--- src/rtl/mem_d1_stream_loader.sv ---
// Stream-to-memory loader: latches base/count on go, then writes one accepted
// stream word per std_mem_d1 write cycle, waiting for the memory's done each time.
module mem_d1_stream_loader #(
    parameter int unsigned WIDTH    = 32,
    parameter int unsigned SIZE     = 16,
    parameter int unsigned IDX_SIZE = 4
) (
    input  logic                clk,
    input  logic                reset,
    input  logic                go,
    input  logic [IDX_SIZE-1:0] base,
    input  logic [IDX_SIZE:0]   count,
    input  logic [WIDTH-1:0]    in_data,
    input  logic                in_valid,
    output logic                in_ready,
    output logic [IDX_SIZE-1:0] mem_addr0,
    output logic [WIDTH-1:0]    mem_write_data,
    output logic                mem_write_en,
    input  logic                mem_done,
    output logic                done,
    output logic                err
);

    typedef enum logic [2:0] {
        S_IDLE,
        S_WAIT_DATA,
        S_WRITE,
        S_WAIT_DONE,
        S_FINISH
    } state_e;

    localparam logic [IDX_SIZE:0]   SIZE_W   = (IDX_SIZE + 1)'(SIZE);
    localparam logic [IDX_SIZE-1:0] LAST_IDX = IDX_SIZE'(SIZE - 1);

    state_e                state_q;
    logic [IDX_SIZE-1:0]   ptr_q;
    logic [IDX_SIZE:0]     rem_q;
    logic                  in_ready_q;
    logic [IDX_SIZE-1:0]   addr_q;
    logic [WIDTH-1:0]      wdata_q;
    logic                  wen_q;
    logic                  done_q;
    logic                  err_q;

    logic                  base_oob_d;
    logic                  count_oob_d;
    logic [IDX_SIZE-1:0]   start_ptr_d;
    logic [IDX_SIZE:0]     start_rem_d;
    logic [IDX_SIZE-1:0]   ptr_inc_d;
    logic [IDX_SIZE:0]     rem_dec_d;

    // Out-of-range start arguments are clamped rather than rejected.
    always_comb begin
        base_oob_d  = {1'b0, base} >= SIZE_W;
        count_oob_d = count > SIZE_W;
        start_ptr_d = base_oob_d ? '0 : base;
        start_rem_d = count_oob_d ? SIZE_W : count;
        ptr_inc_d   = (ptr_q == LAST_IDX) ? '0 : ptr_q + IDX_SIZE'(1);
        rem_dec_d   = rem_q - (IDX_SIZE + 1)'(1);
    end

    always_ff @(posedge clk) begin
        if (!reset) begin
            state_q    <= S_IDLE;
            ptr_q      <= '0;
            rem_q      <= '0;
            in_ready_q <= 1'b0;
            addr_q     <= '0;
            wdata_q    <= '0;
            wen_q      <= 1'b0;
            done_q     <= 1'b0;
            err_q      <= 1'b0;
        end else begin
            wen_q  <= 1'b0;
            done_q <= 1'b0;
            case (state_q)
                S_IDLE: begin
                    if (go) begin
                        ptr_q <= start_ptr_d;
                        rem_q <= start_rem_d;
                        err_q <= base_oob_d | count_oob_d;
                        if (start_rem_d == '0) begin
                            state_q <= S_FINISH;
                            done_q  <= 1'b1;
                        end else begin
                            state_q    <= S_WAIT_DATA;
                            in_ready_q <= 1'b1;
                        end
                    end
                end
                S_WAIT_DATA: begin
                    if (in_valid) begin
                        wdata_q    <= in_data;
                        addr_q     <= ptr_q;
                        in_ready_q <= 1'b0;
                        wen_q      <= 1'b1;
                        state_q    <= S_WRITE;
                    end
                end
                S_WRITE: begin
                    state_q <= S_WAIT_DONE;
                end
                S_WAIT_DONE: begin
                    if (mem_done) begin
                        ptr_q <= ptr_inc_d;
                        rem_q <= rem_dec_d;
                        if (rem_dec_d == '0) begin
                            state_q <= S_FINISH;
                            done_q  <= 1'b1;
                        end else begin
                            state_q    <= S_WAIT_DATA;
                            in_ready_q <= 1'b1;
                        end
                    end
                end
                S_FINISH: begin
                    state_q <= S_IDLE;
                end
                default: begin
                    state_q <= S_IDLE;
                end
            endcase
        end
    end

    assign in_ready       = in_ready_q;
    assign mem_addr0      = addr_q;
    assign mem_write_data = wdata_q;
    assign mem_write_en   = wen_q;
    assign done           = done_q;
    assign err            = err_q;

endmodule

--- config.mk ---
export PLATFORM = sky130hd
export DESIGN_NAME = mem_d1_stream_loader
export DESIGN_NICKNAME = d
export VERILOG_FILES = /design/src/rtl/mem_d1_stream_loader.sv
export SDC_FILE = /design/constraint.sdc
export NUM_CORES = 1
export LEC_CHECK = 0
export BUFFER_PORTS_ARGS = -buffer_cell sky130_fd_sc_hd__buf_2
export CORE_MARGIN = 10
export CORE_UTILIZATION = 30
export DETAILED_ROUTE_END_ITERATION = 8
export PLACE_DENSITY_LB_ADDON = 0.25
export SLEW_MARGIN = 5
export SYNTH_ARGS = -nofsm -noshare
export SYNTH_HDL_FRONTEND = slang
export SYNTH_SLANG_ARGS = --single-unit
export TNS_END_PERCENT = 20
--- constraint.sdc ---
create_clock -name clk -period 3.23 [get_ports clk]
set_input_delay 0.323 -clock clk [delete_from_list [all_inputs] [get_ports clk]]
set_output_delay 0.323 -clock clk [all_outputs]
set_load 0.005 [all_outputs]
==> impl_metrics.ini, run 1 <==
[timing]
min_period_ns = 1.86
final-hold-violation-count = 0
fin_setup_tns_ns = 0
setup_viol = 0
grt_setup_unrepaired = no
maxSlewHeadroom_pct = 58.1
slew_viol_final = 0
period_share_pct = 57.5
tightest_slew_ns = 0.627
skew_ns = 0.00586
max_freq_mhz = 538

[clock_network]
clk_path_buf_depth = 2
cts_tree = built
post_cts_buffers = 0
cts_htree_levels = 2
root_buffer = clkbuf_8
cts_buffers = 5
insertion_delay_ns = 0.30
clkTransAtPathRegs_ns = 0.10
ctsResizeCount = 0
ctsHoldBuffers = 0
clock-sinks = 52

[setup_path]
crit_path_end_kind = flip-flop
start_kind = flip-flop
crit_type = flip-flop to flip-flop
r2r_start = state_q[1]$_SDFFE_PN0P_
critical_path_arrival_ns = 2.11
crit_start = state_q[1]$_SDFFE_PN0P_
critPathRequiredTime_ns = 3.48
cp_max_fo = 17

[detailed_routing]
wire_per_inst_um = 13.5
drtPass1Iterations = 5
drc = 0
vias_per_cell = 4.76
vias = 2129
first_iter_violations = 75
ant_nets = 0
routed_wl_mm = 6.06

[floorplan]
rows = 31
dieWidth_um = 105
die_h_um = 105
ioPinCount = 86
start_util_pct = 30.5
die-area_um2 = 11100
core_um2 = 7180

[min_path]
hold_start = in_data[26]
hp-class = input pin to flip-flop

[synthesis]
ys_warn_count = 0
synth_flop_cell = dfxtp_1
yosysTopAreaCell = dfxtp_1
synthArstFlopShare_pct = 0
syn_inst = 270
synth_area_leaders = dfxtp_1 (47%), nand2_1 (14%), a21oi_1 (8.0%)
syn-cell-area_um2 = 2190
synth-seq-cells = 52
synth_edf_count = 0
syn_nets = 319
postSynthAreaPerCell_um2 = 8.12
synth.yosys.seq_area_share_pct = 47.5
yosysUniqueCellTypes = 47
synth_top_cell_area_share_pct = 47.5
synth_common_cells = nand2_1 (81), dfxtp_1 (52), a21oi_1 (35)
post-synth-top-count-cell = nand2_1

[global_route]
grt.overflow.total = 0
grt_max_degree = 40
first_global_vias = 2022
track_usage_pct = 10.5
antenna_found_initial = 0
grt_pass1_wl_mm = 9.82

[flow_run]
drv_cap = 0

[power]
switchingPower_uw = 353
pwr-share-seq_pct = 55.6
power_density_nw_per_um2 = 457
peakVddDrop_mv = 0.145
p_comb_share_pct = 14.7
power_frac_clock_pct = 29.7
switching_share_pct = 27.7
leakage_uw = 0.00122
p_int_uw = 919

[layout]
antenna_cells = 0
final_nets = 396
multi_input_area_um2 = 1070
drive_above_1_share_pct = 28.7
final_util_pct = 38.7
area.growth.synth_to_final_pct = 26.8
fillCellCount = 759
seqCellArea_um2 = 1040

[place]
place_hpwl_mm = 4.41
portBuffers = 85
gp_routability_congestion = 0.750

[outcome]
outcome = complete, no violations
==> placed cells by master, fill, tap and decap left out, drive strengths merged, types with 3 or more instances in the layout <==
| master | instances |
|---|---|
| ha | 3 |
| dfxtp | 52 |
| o21ai | 6 |
| nor3 | 4 |
| inv | 4 |
| buf | 87 |
| clkbuf | 5 |
| nand2 | 81 |
| and3 | 4 |
| nor4b | 3 |
| a21boi | 11 |
| nor2 | 12 |
| a21oi | 36 |
| o211ai | 3 |
==> per-layer routing <==
layer / GRT usage (%) / routed length (µm)
met1: 13.2 / 2810
met3: 4.08 / 570
met5: 0 / 0
met2: 16.4 / 2650
met4: 2.65 / 25
==> layout make-up <==
cell class / count / share of cell area (%)
repair buffers: 87 / 15.8
multi-input cells: 198 / 38.6
flip-flops and latches: 52 / 37.4
clock buffers: 5 / 2.48
inverters: 3 / 0.405
well taps: 99 / 4.46
clock inverters: 3 / 0.810
==> worst paths after layout <==
path / to / slack [ns] / cells after the start
worst max-delay path: ptr_q[0]$_SDFFE_PN0P_ / 1.37 / 3
worst min-delay path: mem_write_data[26]$_SDFFE_PN0P_ / 0.24 / 3
worst max register to register: ptr_q[0]$_SDFFE_PN0P_ / 1.37 / 3
worst min register to register: mem_write_data[5]$_SDFFE_PN0P_ / 0.46 / 2
==> critical path, cell delays in order, from the launching register on <==
cell	delay [ns]
dfxtp_1	0.62
nand3b_1	0.53
a311oi_1	0.43
o221a_1	0.22
==> power groups by stage <==
stage,clock (µW),combinational (µW),sequential [µW]
after detailed placement,0,190,722
final,378,187,707
after global placement,0,189,721
after global routing,428,212,714
after CTS,400,190,707
after floorplan,0,116,714
==> sequential cells by signal, indices dropped and copies added, names as in the netlist <==
signal and flops:
ptr_q 4, state_q 3, done 1, mem_write_data 32, mem_addr0 4, mem_write_en 1
rem_q 5, in_ready 1, err 1
==> kinds of logic after synthesis <==
family,synth area share (%)
simple gates,25.5
compound gates,20.9
flops,47.5
buf+inv,3.88
fa+ha+maj,1.71
mux,0.514
==> per-stage QoR <==
stage / worst slack [ns] / instances / hold WS, ns / instance area [µm²] / power (µW)
after global placement: 1.45 / 439 / 0.439 / 2690 / 910
after global routing: 1.20 / 447 / 0.231 / 2780 / 1350
final: 1.37 / 447 / 0.242 / 2780 / 1270
after floorplan: 1.68 / 270 / 0.451 / 2190 / 831
after detailed placement: 1.41 / 439 / 0.445 / 2690 / 912
after CTS: 1.37 / 447 / 0.232 / 2780 / 1300
Note: power is estimated with default switching activity, not from simulation.
==> run 2: changes to the inputs <==
Clock period 3.23 ns to 1.6 ns, I/O delays scaled along.
==> impl_metrics.ini, run 2 (synthesis results as in run 1) <==
[global_route]
grt.overflow.total = 0
grt_max_degree = 38
antenna_found_initial = 0
grt_pass1_wl_mm = 10.1
track_usage_pct = 10.7
first_global_vias = 2031

[detailed_routing]
vias = 2106
drc = 0
wire_per_inst_um = 13.6
ant_nets = 0
drtPass1Iterations = 4
vias_per_cell = 4.60
first_iter_violations = 70
routed_wl_mm = 6.22

[clock_network]
cts_tree = built
clock-sinks = 52
cts_htree_levels = 2
root_buffer = clkbuf_8
clk_path_buf_depth = 2
clkTransAtPathRegs_ns = 0.09
cts_buffers = 5
insertion_delay_ns = 0.30

[place]
portBuffers = 85
dp.cells = 451
gp_routability_congestion = 0.747
place_hpwl_mm = 4.52

[setup_path]
slowest_delay_ns = 0.42
critPathRequiredTime_ns = 1.80
crit_path_end_kind = flip-flop
cp_max_fo = 10
cp_slowest_cell = dfxtp_1
start_kind = flip-flop
crit_type = flip-flop to flip-flop
critical_path_arrival_ns = 1.71
crit_chain = and3b_1 > a21o_2 > and3_1 > o31a_1

[power]
pwr-share-seq_pct = 55.4
peakVddDrop_mv = 0.350
switching_share_pct = 27.0
p_comb_share_pct = 16.7
switchingPower_uw = 692
power_frac_clock_pct = 28.0
leakage_uw = 0.00128
power_density_nw_per_um2 = 883
p_int_uw = 1870

[layout]
final_nets = 408
drive_above_1_share_pct = 32.0
area.growth.synth_to_final_pct = 32.3
multi_input_area_um2 = 1080
antenna_cells = 0
seqCellArea_um2 = 1040
stdcell_count = 458
layout_commonest_cell = buf_2
fillCellCount = 776
layout_common_cells = buf_2 (85), nand2_1 (81), dfxtp_1 (51)
final_util_pct = 40.4
largest_register_ffs = 32

[timing]
final-hold-violation-count = 0
min_period_ns = 1.52
grt_setup_unrepaired = no
period_share_pct = 94.8
setup_viol = 0
skew_ns = 0.00279
tightest_slew_ns = 0.348
maxSlewHeadroom_pct = 76.8
fin_setup_tns_ns = 0
max_freq_mhz = 659
slew_viol_final = 0

[min_path]
hp-class = input pin to flip-flop

[floorplan]
ioPinCount = 86
die-area_um2 = 11100
rows = 31
dieWidth_um = 105
start_util_pct = 30.5
die_h_um = 105
core_um2 = 7180

[outcome]
outcome = complete, no violations

[flow_run]
drv_cap = 0
-- run 2: area by class of cell --
type	instances	share of cell area, %
flip-flops and latches	52	35.9
well taps	99	4.27
repair buffers	99	19.3
inverters	3	0.388
clock inverters	2	0.431
clock buffers	5	2.37
multi-input cells	198	37.3
-- run 2: stage by stage --
stage	hold slack, ns	total power [µW]	worst slack, ns	cell area (µm²)
2_1_floorplan	0.295	1680	0.0565	2190
3_3_place_gp	0.402	1870	0.0315	2800
4_1_cts	0.0760	2610	0.0119	2890
3_5_place_dp	0.406	1870	0.0155	2800
5_1_grt	0.0757	2720	0.00318	2900
6_report	0.0854	2560	0.0826	2900
-- run 2: worst paths after layout --
| path | start | end | slack [ns] | depth (start not counted) |
|---|---|---|---|---|
| min | in_data[25] | mem_write_data[25]$_SDFFE_PN0P_ | 0.09 | 3 |
| max reg2reg | state_q[2]$_SDFFE_PN0P_ | rem_q[0]$_SDFFE_PN0P_ | 0.08 | 4 |
| max | state_q[2]$_SDFFE_PN0P_ | rem_q[0]$_SDFFE_PN0P_ | 0.08 | 4 |
| min reg2reg | mem_write_data[23]$_SDFFE_PN0P_ | mem_write_data[23]$_SDFFE_PN0P_ | 0.45 | 2 |
-- run 2: repair_timing --
action	CTS	global route
resized for setup	1	4
hold buffers	0	0
endpoints found under the setup margin	1	42
buffers inserted	0	0
hold endpoints to repair	0	0
-- run 2: power by group through the flow --
stage          combinational, µW  clock (µW)  sequential, µW
2_1_floorplan                235           0            1440
3_3_place_gp                 425           0            1440
3_5_place_dp                 428           0            1450
4_1_cts                      430         761            1420
5_1_grt                      482         811            1430
6_report                     427         717            1420
-- run 2: metal layers --
metal	up-vias	track usage [%]	wire (µm)
li1	1103	-	-
met1	933	13.6	2950
met2	65	17.0	2740
met3	5	4.02	490
met4	0	2.35	46
met5	-	0	0
-- run 2: critical path, delay by kind of cell (launching register included) --
| kind | cells | cell delay [ns] |
|---|---|---|
| DFF | 1 | 0.42 |
| and+or+nand+nor | 2 | 0.46 |
| AOI/OAI and AO/OA | 2 | 0.54 |
==> run 3: changes to the inputs <==
Settings changed: CORE_ASPECT_RATIO from default to 0.5, MAX_ROUTING_LAYER from default to met4.
Clock period 1.6 ns to 1.7 ns, I/O delays scaled along.
==> impl_metrics.ini, run 3 (synthesis results as in run 1) <==
[outcome]
outcome = complete, no violations

[clock_network]
cts_tree = built
clk_path_buf_depth = 2
cts_htree_levels = 2
insertion_delay_ns = 0.29
root_buffer = clkbuf_16
clock-sinks = 52
clkTransAtPathRegs_ns = 0.07
ctsHoldBuffers = 0
cts_buffers = 5

[place]
portBuffers = 85
place_hpwl_mm = 4.84
gp_routability_congestion = 0.834
place_area_um2 = 2740
dp.cells = 438

[flow_run]
drv_cap = 0

[layout]
drive_above_1_share_pct = 31.1
antenna_cells = 0
layout_common_cells = buf_2 (85), nand2_1 (81), dfxtp_1 (51)
fillCellCount = 711
area.growth.synth_to_final_pct = 33.5
final_nets = 402
layout_commonest_cell = buf_2
final_area_um2 = 2930
stdcell_count = 446
largest_register_ffs = 32

[floorplan]
dieWidth_um = 141
ioPinCount = 86
rows = 21
core_um2 = 6880
die-area_um2 = 11300
die_h_um = 80.4
start_util_pct = 31.8

[detailed_routing]
routed_wl_mm = 6.30
drc = 0
first_iter_violations = 144
drtPass1Iterations = 4
vias_per_cell = 4.76
vias = 2124
wire_per_inst_um = 14.1
ant_nets = 0

[global_route]
track_usage_pct = 10.9
antenna_found_initial = 0
grt_pass1_wl_mm = 10.2
grt_max_degree = 38
first_global_vias = 2147
grt.overflow.total = 0

[power]
power_density_nw_per_um2 = 984
p_comb_share_pct = 13.5
p_int_uw = 2170
power_frac_clock_pct = 40.0
peakVddDrop_mv = 0.623
leakage_uw = 0.00128
switchingPower_uw = 712
pwr-share-seq_pct = 46.5
switching_share_pct = 24.7

[setup_path]
start_kind = flip-flop
r2r_slack_ns = 0.05
critPathRequiredTime_ns = 1.88
crit_path_end_kind = flip-flop
cp_max_fo = 6
critical_path_arrival_ns = 1.83
crit_type = flip-flop to flip-flop

[timing]
hold-worst-slack_ns = 0.116
setup_viol = 0
skew_ns = 0.00390
slew_viol_final = 0
max_freq_mhz = 606
tightest_slew_ns = 0.363
period_share_pct = 97.0
min_period_ns = 1.65
fin_setup_tns_ns = 0
grt_setup_unrepaired = yes
final-hold-violation-count = 0
maxSlewHeadroom_pct = 75.8

[min_path]
hp-class = input pin to flip-flop
==> run 3: cell count changes in the layout (fill, tap and decap cells not counted), sizes merged <==
cell,delta
buf,-6
bufinv,+1
clkinv,-1
inv,+1
==> run 3: path summary, 6_finish.rpt <==
check,start,to,depth (start not counted)
hold / removal,in_data[3],mem_write_data[3]$_SDFFE_PN0P_,3
setup reg to reg,rem_q[0]$_SDFFE_PN0P_,in_ready$_SDFFE_PN0P_,6
setup / recovery,rem_q[0]$_SDFFE_PN0P_,in_ready$_SDFFE_PN0P_,6
hold reg to reg,mem_write_data[23]$_SDFFE_PN0P_,mem_write_data[23]$_SDFFE_PN0P_,2
==> run 3: critical path: stages (launching register included) <==
cell and delay [ns]:
dfxtp_1 0.42, inv_1 0.09, ha_1 0.25, nor4b_1 0.23, and3_1 0.22, o21ai_1 0.11
a32o_1 0.23
==> run 3: metal layers <==
| metal | track usage [%] | share of wire (%) | vias to the layer above |
|---|---|---|---|
| met5 | - | 0 | - |
| met1 | 11.5 | 44 | 990 |
| met2 | 19.6 | 52 | 38 |
| met3 | 3.29 | 4.1 | 2 |
| li1 | - | - | 1094 |
| met4 | 3.18 | 0.65 | 0 |
==> run 3: what timing repair did <==
item                                    4_1_cts  5_1_grt
setup buffers                                 0        0
endpoints found under the setup margin        0        5
resized for setup                             0        5
==> run 3: area by class of cell <==
cell class              instances  area (µm²)  share of cell area (%)
repair buffers                 93         498                    17.0
inverters                       3        11.3                   0.385
well taps                      92         115                    3.93
clock inverters                 3        46.3                    1.58
clock buffers                   5         125                    4.28
flip-flops and latches         52        1040                    35.6
multi-input cells             198        1090                    37.2
==> run 3: stage by stage <==
step	setup slack, ns	total power, µW	util (%)
3_5_place_dp	0.0412	1760	39.8
5_1_grt	-0.0414	3030	42.5
6_report	0.0502	2880	42.5
3_3_place_gp	0.119	1740	39.8
2_1_floorplan	0.157	1580	-
4_1_cts	0.0331	2920	42.3
==> run 3: power groups by stage <==
| stage | logic (µW) | clock network (µW) | registers (µW) |
|---|---|---|---|
| final | 389 | 1150 | 1340 |
| after global routing | 438 | 1250 | 1350 |
| after detailed placement | 389 | 0 | 1370 |
| after global placement | 383 | 0 | 1360 |
| after floorplan | 221 | 0 | 1360 |
| after CTS | 390 | 1190 | 1340 |
